File: src/rtl/l2_arbiter_pkg.sv
// Shared definitions for the L1-to-L2 arbiter: state encoding, side ids and
// the default line/address widths used by the L1 and L2 controllers.
package l2_arbiter_pkg;

    localparam int DEF_ADDR_W = 32;
    localparam int DEF_LINE_W = 128;

    localparam logic SIDE_I = 1'b0;
    localparam logic SIDE_D = 1'b1;

    typedef enum logic [1:0] {
        IDLE  = 2'b00,
        GNT_I = 2'b01,
        GNT_D = 2'b10
    } arbStateT;

endpackage

File: src/rtl/l2_arbiter_rr_pick2.sv
// Two-way round-robin chooser: a lone requester wins, and a tie goes to the
// side that did not own the previous grant.
module rr_pick2
    import l2_arbiter_pkg::*;
(
    input  logic i_req,
    input  logic d_req,
    input  logic last_grant,
    output logic grant_valid,
    output logic grant_side
);

    always_comb begin
        grant_valid = i_req | d_req;
        if (i_req && d_req) begin
            grant_side = ~last_grant;
        end else if (d_req) begin
            grant_side = SIDE_D;
        end else begin
            grant_side = SIDE_I;
        end
    end

endmodule

File: src/rtl/l2_arbiter.sv
// Arbiter between the I-cache and D-cache miss paths for the single L2 port.
// Grants are held for a whole L2 transaction and guarded by a watchdog.
module l2_arbiter
    import l2_arbiter_pkg::*;
#(
    parameter int ADDR_W  = DEF_ADDR_W,
    parameter int LINE_W  = DEF_LINE_W,
    parameter int TIMEOUT = 255
) (
    input  logic              clk,
    input  logic              rst,
    input  logic              i_req,
    input  logic [ADDR_W-1:0] i_addr,
    input  logic              d_req,
    input  logic              d_we,
    input  logic [ADDR_W-1:0] d_addr,
    input  logic [LINE_W-1:0] d_wdata,
    output logic              i_ready,
    output logic              d_ready,
    output logic [LINE_W-1:0] i_rdata,
    output logic [LINE_W-1:0] d_rdata,
    output logic              i_wait,
    output logic              d_wait,
    output logic              l2_req,
    output logic              l2_we,
    output logic [ADDR_W-1:0] l2_addr,
    output logic [LINE_W-1:0] l2_wdata,
    input  logic              l2_ready,
    input  logic [LINE_W-1:0] l2_rdata,
    output logic              err,
    output arbStateT          dbgState
);

    // Handshake: a requester raises x_req and holds it (with stable address and
    // data) until the single-cycle x_ready pulse; L2 sees l2_req held for the
    // whole grant and answers with a single-cycle l2_ready pulse.

    arbStateT   state;
    logic       lastGrant;
    logic [7:0] cnt;
    logic       pickValid;
    logic       pickSide;
    logic       ownerI;
    logic       ownerD;
    logic       busy;
    logic       timeout;
    logic       done;

    rr_pick2 u_pick (
        .i_req      (i_req),
        .d_req      (d_req),
        .last_grant (lastGrant),
        .grant_valid(pickValid),
        .grant_side (pickSide)
    );

    always_comb begin
        ownerI  = (state == GNT_I);
        ownerD  = (state == GNT_D);
        busy    = ownerI | ownerD;
        // A real completion on the deadline cycle wins over the abort.
        timeout = busy && !l2_ready && (cnt == 8'(TIMEOUT));
        done    = busy && (l2_ready || timeout) && !rst;
    end

    always_ff @(posedge clk) begin
        if (rst) begin
            state     <= IDLE;
            lastGrant <= SIDE_I;
            cnt       <= '0;
            err       <= 1'b0;
        end else begin
            case (state)
                IDLE: begin
                    if (pickValid) begin
                        state <= (pickSide == SIDE_D) ? GNT_D : GNT_I;
                        cnt   <= '0;
                    end
                end
                GNT_I, GNT_D: begin
                    if (done) begin
                        state     <= IDLE;
                        lastGrant <= ownerD ? SIDE_D : SIDE_I;
                        if (timeout) begin
                            err <= 1'b1;
                        end
                    end else begin
                        cnt <= cnt + 8'd1;
                    end
                end
                default: state <= IDLE;
            endcase
        end
    end

    always_comb begin
        l2_req   = busy;
        l2_we    = ownerD & d_we;
        l2_addr  = ownerD ? d_addr : (ownerI ? i_addr : '0);
        l2_wdata = ownerD ? d_wdata : '0;
        i_ready  = ownerI & done;
        d_ready  = ownerD & done;
        i_rdata  = (i_ready && l2_ready) ? l2_rdata : '0;
        d_rdata  = (d_ready && l2_ready) ? l2_rdata : '0;
        i_wait   = i_req & ~i_ready;
        d_wait   = d_req & ~d_ready;
        dbgState = state;
    end

endmodule

File: config.mk
export PLATFORM = sky130hd
export DESIGN_NAME = l2_arbiter
export DESIGN_NICKNAME = d
export VERILOG_FILES = /design/src/rtl/l2_arbiter_pkg.sv /design/src/rtl/l2_arbiter_rr_pick2.sv /design/src/rtl/l2_arbiter.sv
export SDC_FILE = /design/constraint.sdc
export NUM_CORES = 1
export LEC_CHECK = 0
export CAP_MARGIN = 30
export CORE_AREA = 2 2 288 290
export CTS_BUF_LIST = sky130_fd_sc_hd__clkbuf_4 sky130_fd_sc_hd__clkbuf_8
export CTS_CLUSTER_DIAMETER = 100
export CTS_CLUSTER_SIZE = 14
export DETAILED_ROUTE_END_ITERATION = 8
export DIE_AREA = 0 0 290 292
export PLACE_DENSITY = 0.35
export SLEW_MARGIN = 30
export SYNTH_ARGS = -nofsm -noshare
export SYNTH_HDL_FRONTEND = slang
export SYNTH_SLANG_ARGS = --single-unit
File: constraint.sdc
create_clock -name clk -period 4.76 [get_ports clk]
set_input_delay 1.19 -clock clk [delete_from_list [all_inputs] [get_ports clk]]
set_output_delay 1.19 -clock clk [all_outputs]
set_load 0.03 [all_outputs]
==> reports/metrics.yaml <==
grt_max_degree: 117
cts_root_buf: "clkbuf_8"
status: "completed"
cts.clk_slew.worst_paths_ns: 0.06
grt_pass1_wl_mm: 61.21
worstPathRequired_ns: 3.57
hold_class: "register to register"
crit_arrival_ns: 3.10
port_buffers: 750
max_slew_margin: 0.4195
dieWidth_um: 290
ys_seq_area_frac: 0.06557
worst_skew_pair.late_latency_ns: 0.25
power_density_nw_per_um2: 136.9
drv_cap: 0
viasPerCell: 2.847
multi_input_area_um2: 3226
core_area_um2: 81580
avgRoutedWirePerCell_um: 19.94
avgSynthCellArea_um2: 6.530
place.gp.congestion: 0.8483
fin_nets: 1603
io_pins: 751
cts_setup_buffers: 0
clockBufferDepth: 2
numCtsBuffers: 3
p_leak_nw: 4.951
htreeDepth: 1
synth_seq_cells: 12
fin_area_um2: 12540
dp_hpwl_mm: 42.74
crit_fanout: 14
row_count: 105
setup_viol: 0
cts_resized: 0
totalPowerFinal_mw: 1.717
die_h_um: 292
max_freq_mhz: 233.2
dr.first_iter.drc_count: 197
routed_wl_mm: 46.95
via_count: 6705
synth_cells: 561
path_class: "input pin to primary output"
finalClockSkew_ns: 0.003154
cp-start-kind: "input pin"
tightest_slew_ns: 0.8641
syn_area_um2: 3664
cts.sinks: 12
grt_util_all_layers: 0.1044
first_global_vias: 6902
final_max_slew_viol_count: 0
ctsHoldBuffers: 0
rsz0062_at_grt: "false"
finalCritPeriodShare: 0.9009
ir_worst_vdd_mv: 0.07341
nFillCells: 9290
die_area_um2: 84680
ant_nets: 0
critPathCaptureType: "primary output"
drt_pass1_iterations: 4
start_util: 0.04490
route.detailed.drc: 0
area_growth_pct: 242.2
cts_tree: "yes"
postLayoutCoreUtil: 0.1537
fin_crit_ns: 4.288
antenna_found_initial: 42
grt_overflow: 0
synth_warnings: 0
post_dp_cell_area_um2: 12450
setup_total_negative_slack_ns: 0
ff_latch_area_um2: 240.2
final_layout_size_suffix_gt1_frac: 0.2005
synth_fp_nets: 891
hold_violations: 0
synth_cell_type_count: 33
## cell usage after synthesis (all sizes together)
library cell	count	area share
a21boi	1	0.0020
a21oi	6	0.0082
a22o	32	0.077
a2bb2oi	1	0.0024
a31oi	1	0.0058
and2	386	0.66
and3	4	0.0068
and4	2	0.0048
buf	5	0.0075
clkbuf	46	0.047
dfxtp	12	0.066
ha	4	0.014
inv	6	0.0061
mux2i	4	0.011
nand2	11	0.011
nand2b	5	0.0085
nand3	4	0.0055
nand4	2	0.0034
nand4bb	1	0.0031
nor2	3	0.0031
nor2b	3	0.0051
nor3	6	0.0082
nor3b	1	0.0020
o21ai	7	0.0096
o221ai	1	0.0024
o2bb2a	1	0.0055
o31ai	1	0.0034
or2	1	0.0017
or3b	1	0.0031
or4	1	0.0020
or4b	2	0.0055
## layer usage
metal | GRT usage | vias to the layer above | share of wire
met5 | 0.01985 | - | 0.0098
met1 | 0.1135 | 2950 | 0.38
li1 | - | 3206 | -
met2 | 0.1587 | 449 | 0.43
met3 | 0.08015 | 64 | 0.17
met4 | 0.02071 | 36 | 0.013
## metrics by stage
| stage | setup WS (ns) | hold WS [ns] | instances |
|---|---|---|---|
| final | 0.4719 | 0.4831 | 2355 |
| after global routing | 0.3191 | 0.5176 | 2349 |
| after CTS | 0.4470 | 0.4856 | 2342 |
| after detailed placement | 0.4464 | 0.4755 | 2338 |
| after global placement | 0.4596 | 0.4682 | 2338 |
| after floorplan | 1.189 | 0.4514 | 561 |
## power breakdown
group          internal, mW  switching, mW  leakage [nW]
logic                 0.687          0.798          4.83
registers             0.106        0.00702        0.0971
clock network        0.0733         0.0448        0.0288
total                 0.867          0.850          4.95
## area by class of cell
type                    instances  area share
diodes                         13    0.002595
well taps                    1070      0.1068
repair buffers                758      0.6080
inverters                       6    0.001796
clock buffers                   4    0.004391
flip-flops and latches         12     0.01916
multi-input cells             492      0.2573
## placed cells by master (no fill, tap or decap), types with 2 or more instances in the layout
cell type and n:
inv_1 5, nor2_1 3, and4_1 2, clkdlybuf4s50_1 517, nand2b_1 5, mux2i_1 4, nand3_1 4, clkbuf_8 4
nor3_1 6, nand4_1 2, nand2_1 11, nor2b_1 2, buf_12 51, and3_1 2, dfxtp_1 12, a22o_1 32
and2_1 386, buf_4 190, diode_2 13, o21ai_0 7, a21oi_1 6, and3_4 2, or4b_1 2, ha_1 3
## worst max-delay path: stages
cell and delay, ns:
clkdlybuf4s50_1 0.42, nor2_1 0.25, and3_4 0.37, and2_1 0.18, clkdlybuf4s50_1 0.68
## final timing paths
| check | start | endpoint | slack (ns) | cells after the start |
|---|---|---|---|---|
| worst max-delay path | rst | i_rdata[40] | 0.47 | 5 |
| worst min-delay path | cnt[7]$_SDFFE_PP0P_ | cnt[7]$_SDFFE_PP0P_ | 0.48 | 2 |
| worst min register to register | cnt[7]$_SDFFE_PP0P_ | cnt[7]$_SDFFE_PP0P_ | 0.48 | 2 |
| worst max register to register | dbgState[0]$_SDFFE_PP0P_ | cnt[3]$_SDFFE_PP0P_ | 2.38 | 6 |
## flip-flops by register name, indices dropped and copies added (netlist names)
register   cells
dbgState       2
lastGrant      1
err            1
cnt            8
## cell families (layout without fill, tap and decap cells)
logic type	after synthesis	after routing	share of synthesized area
compound gates	51	51	0.1158
fa+ha+maj	4	4	0.01366
buf+inv	57	768	0.06079
flops	12	12	0.06557
mux	4	4	0.01093
other cells	0	13	0
simple gates	433	433	0.7333
Power figures use the tool's default switching activity.
==> RTL edit, RTL diff (same settings) <==
`DEF_LINE_W`: 128 -> 136.
--- a/src/rtl/l2_arbiter_pkg.sv
+++ b/src/rtl/l2_arbiter_pkg.sv
@@ -3,7 +3,7 @@
 package l2_arbiter_pkg;
 
     localparam int DEF_ADDR_W = 32;
-    localparam int DEF_LINE_W = 128;
+    localparam int DEF_LINE_W = 136;
 
     localparam logic SIDE_I = 1'b0;
     localparam logic SIDE_D = 1'b1;
Ports: changed (5 resized); port bits go from 751 to 791. No check against the original RTL was run, so the function may have changed too.
==> RTL edit against the unedited design <==
Utilization increased by 1.2 points. Setup slack got worse by 0.29 ns. First-iteration DRC count rose by 3.0%. Sequential cell count is the same. Power up 2.3%. Area after synthesis is 5.9% higher. Routed wire length grew 0.27%. Design area up 7.8%. Critical endpoint is now i_rdata[71].
==> RTL edit: results (changes against the unedited design) <==
{| class="wikitable"
! Metric !! Value
|-
| Run status || completed (unchanged)
|-
| Last weighted congestion value of the routability-driven placer || 0.971 (was 0.848)
|-
| Crit-path max cell delay || 0.67 ns
|-
| Worst R2R Start || dbgState[0] (unchanged)
|-
| Sequential share of the synthesized area || 6.19% (was 6.56%)
|-
| Most common flop cell mapped by yosys || sky130_fd_sc_hd__dfxtp_1 (unchanged)
|-
| Maximum ir drop on the vdd rail || 0.145 mV (was 0.0734 mV)
|-
| Switching fraction of total power || 49.2% (was 49.5%)
|-
| Post-DP HPWL || 42.6 mm (was 42.7 mm)
|-
| Routed vias || 7028 (was 6705)
|-
| Largest register FFs || 8 (unchanged)
|-
| Initial detailed-routing violation count || 203 (was 197)
|-
| Register with the most flip-flops || cnt (unchanged)
|-
| Number of global-route vias before repair || 7356 (was 6902)
|-
| All-layer global routing usage || 10.5% (was 10.4%)
|-
| Share of final-layout standard cells stronger than drive strength 1 || 9.25% (was 20.0%)
|-
| Critical path arrival || 3.39 ns (was 3.10 ns)
|-
| Post-synthesis net count || 940 (was 891)
|-
| Most common library cells after synthesis || sky130_fd_sc_hd__and2_1, sky130_fd_sc_hd__clkbuf_1, sky130_fd_sc_hd__a22o_1 (unchanged)
|-
| Via-per-instance ratio || 2.89 (was 2.85)
|-
| Net count reported at finish || 1698 (was 1603)
|-
| Internal power || 0.000893 W (was 0.000867 W)
|-
| Synth top area cells || sky130_fd_sc_hd__and2_1, sky130_fd_sc_hd__a22o_1, sky130_fd_sc_hd__dfxtp_1 (unchanged)
|-
| Setup Skew || 0.000443 ns (was 0.00315 ns)
|-
| Min-delay src || lastGrant (was cnt[7])
|-
| Number of buffers added on ports || 790 (was 750)
|-
| Static leakage power || 4.98 nW (was 4.95 nW)
|-
| Power in combinational cells || 0.00153 W (was 0.00149 W)
|-
| Relative contribution of the clock network to total power || 6.7% (was 6.9%)
|-
| H-tree Lvls || 1 (unchanged)
|-
| Worst-Margin Slew || 0.687 ns (was 0.864 ns)
|-
| Yosys cell types || 38 (was 33)
|-
| Maximum number of pins on one net before global-route repair || 160 (was 117)
|-
| Global-route wire length before repair || 63.1 mm (was 61.2 mm)
|-
| Antenna violations before repair || 25 (was 42)
|-
| Area of placed instances || 13400 sq um (was 12400 sq um)
|-
| Average footprint of a synthesized cell || 6.53 sq um (about the same)
|-
| Number of fill cells || 9236 (was 9290)
|-
| Clock transition at the registers of the reported paths || 0.06 ns (about the same)
|-
| Cell Count Post-Placement || 2417 (was 2338)
|-
| Avg WL per Cell || 19.4 um (was 19.9 um)
|-
| Highest fanout seen on the critical path || 38 (was 14)
|}
-- RTL edit: changes by cell type after synthesis, sizes merged, moves of 3 or more --
| cell | unedited run | this run |
|---|---|---|
| buf | 5 | 10 |
| and2 | 386 | 410 |
| nand3 | 4 | 7 |
| o21ai | 7 | 3 |
-- RTL edit: final timing paths --
| path | endpoint | slack, ns |
|---|---|---|
| max | i_rdata[71] | 0.18 |
| min | lastGrant | 0.49 |
| max reg2reg | cnt[5] | 2.52 |
| min reg2reg | lastGrant | 0.49 |
-- RTL edit: stage by stage --
step,worst slack (ns),hold WS [ns]
floorplan,1.06,0.448
global placement,0.145,0.465
detailed placement,0.137,0.470
CTS,0.135,0.481
global route,0.0534,0.524
finish,0.182,0.486
-- RTL edit: layout make-up --
class | count | area, sq um | share of cell area, %
multi-input combinational | 519 | 3410 | 25.2
inverter | 7 | 26.3 | 0.194
antenna | 7 | 17.5 | 0.130
timing repair buffer | 809 | 8430 | 62.4
clock buffer | 4 | 55.1 | 0.407
sequential | 12 | 240 | 1.78
tap | 1070 | 1340 | 9.91
-- RTL edit: logic make-up after synthesis --
group                    count (synthesis)  synth area share [%]
multiplexers                             3                 0.774
AND/OR/NAND/NOR                        456                  73.1
flip-flops                              12                  6.19
AO/OA/AOI/OAI                           56                  11.9
buffers and inverters                   63                  6.74
adder cells (fa/ha/maj)                  4                  1.29
-- RTL edit: layer usage --
layer | vias to the layer above | global-route usage [%] | routed length (um)
met5 | - | 0 | 55
met4 | 8 | 1.35 | 669
met3 | 58 | 2.90 | 3240
met2 | 423 | 18.9 | 23400
met1 | 3140 | 12.5 | 19700
li1 | 3399 | - | -
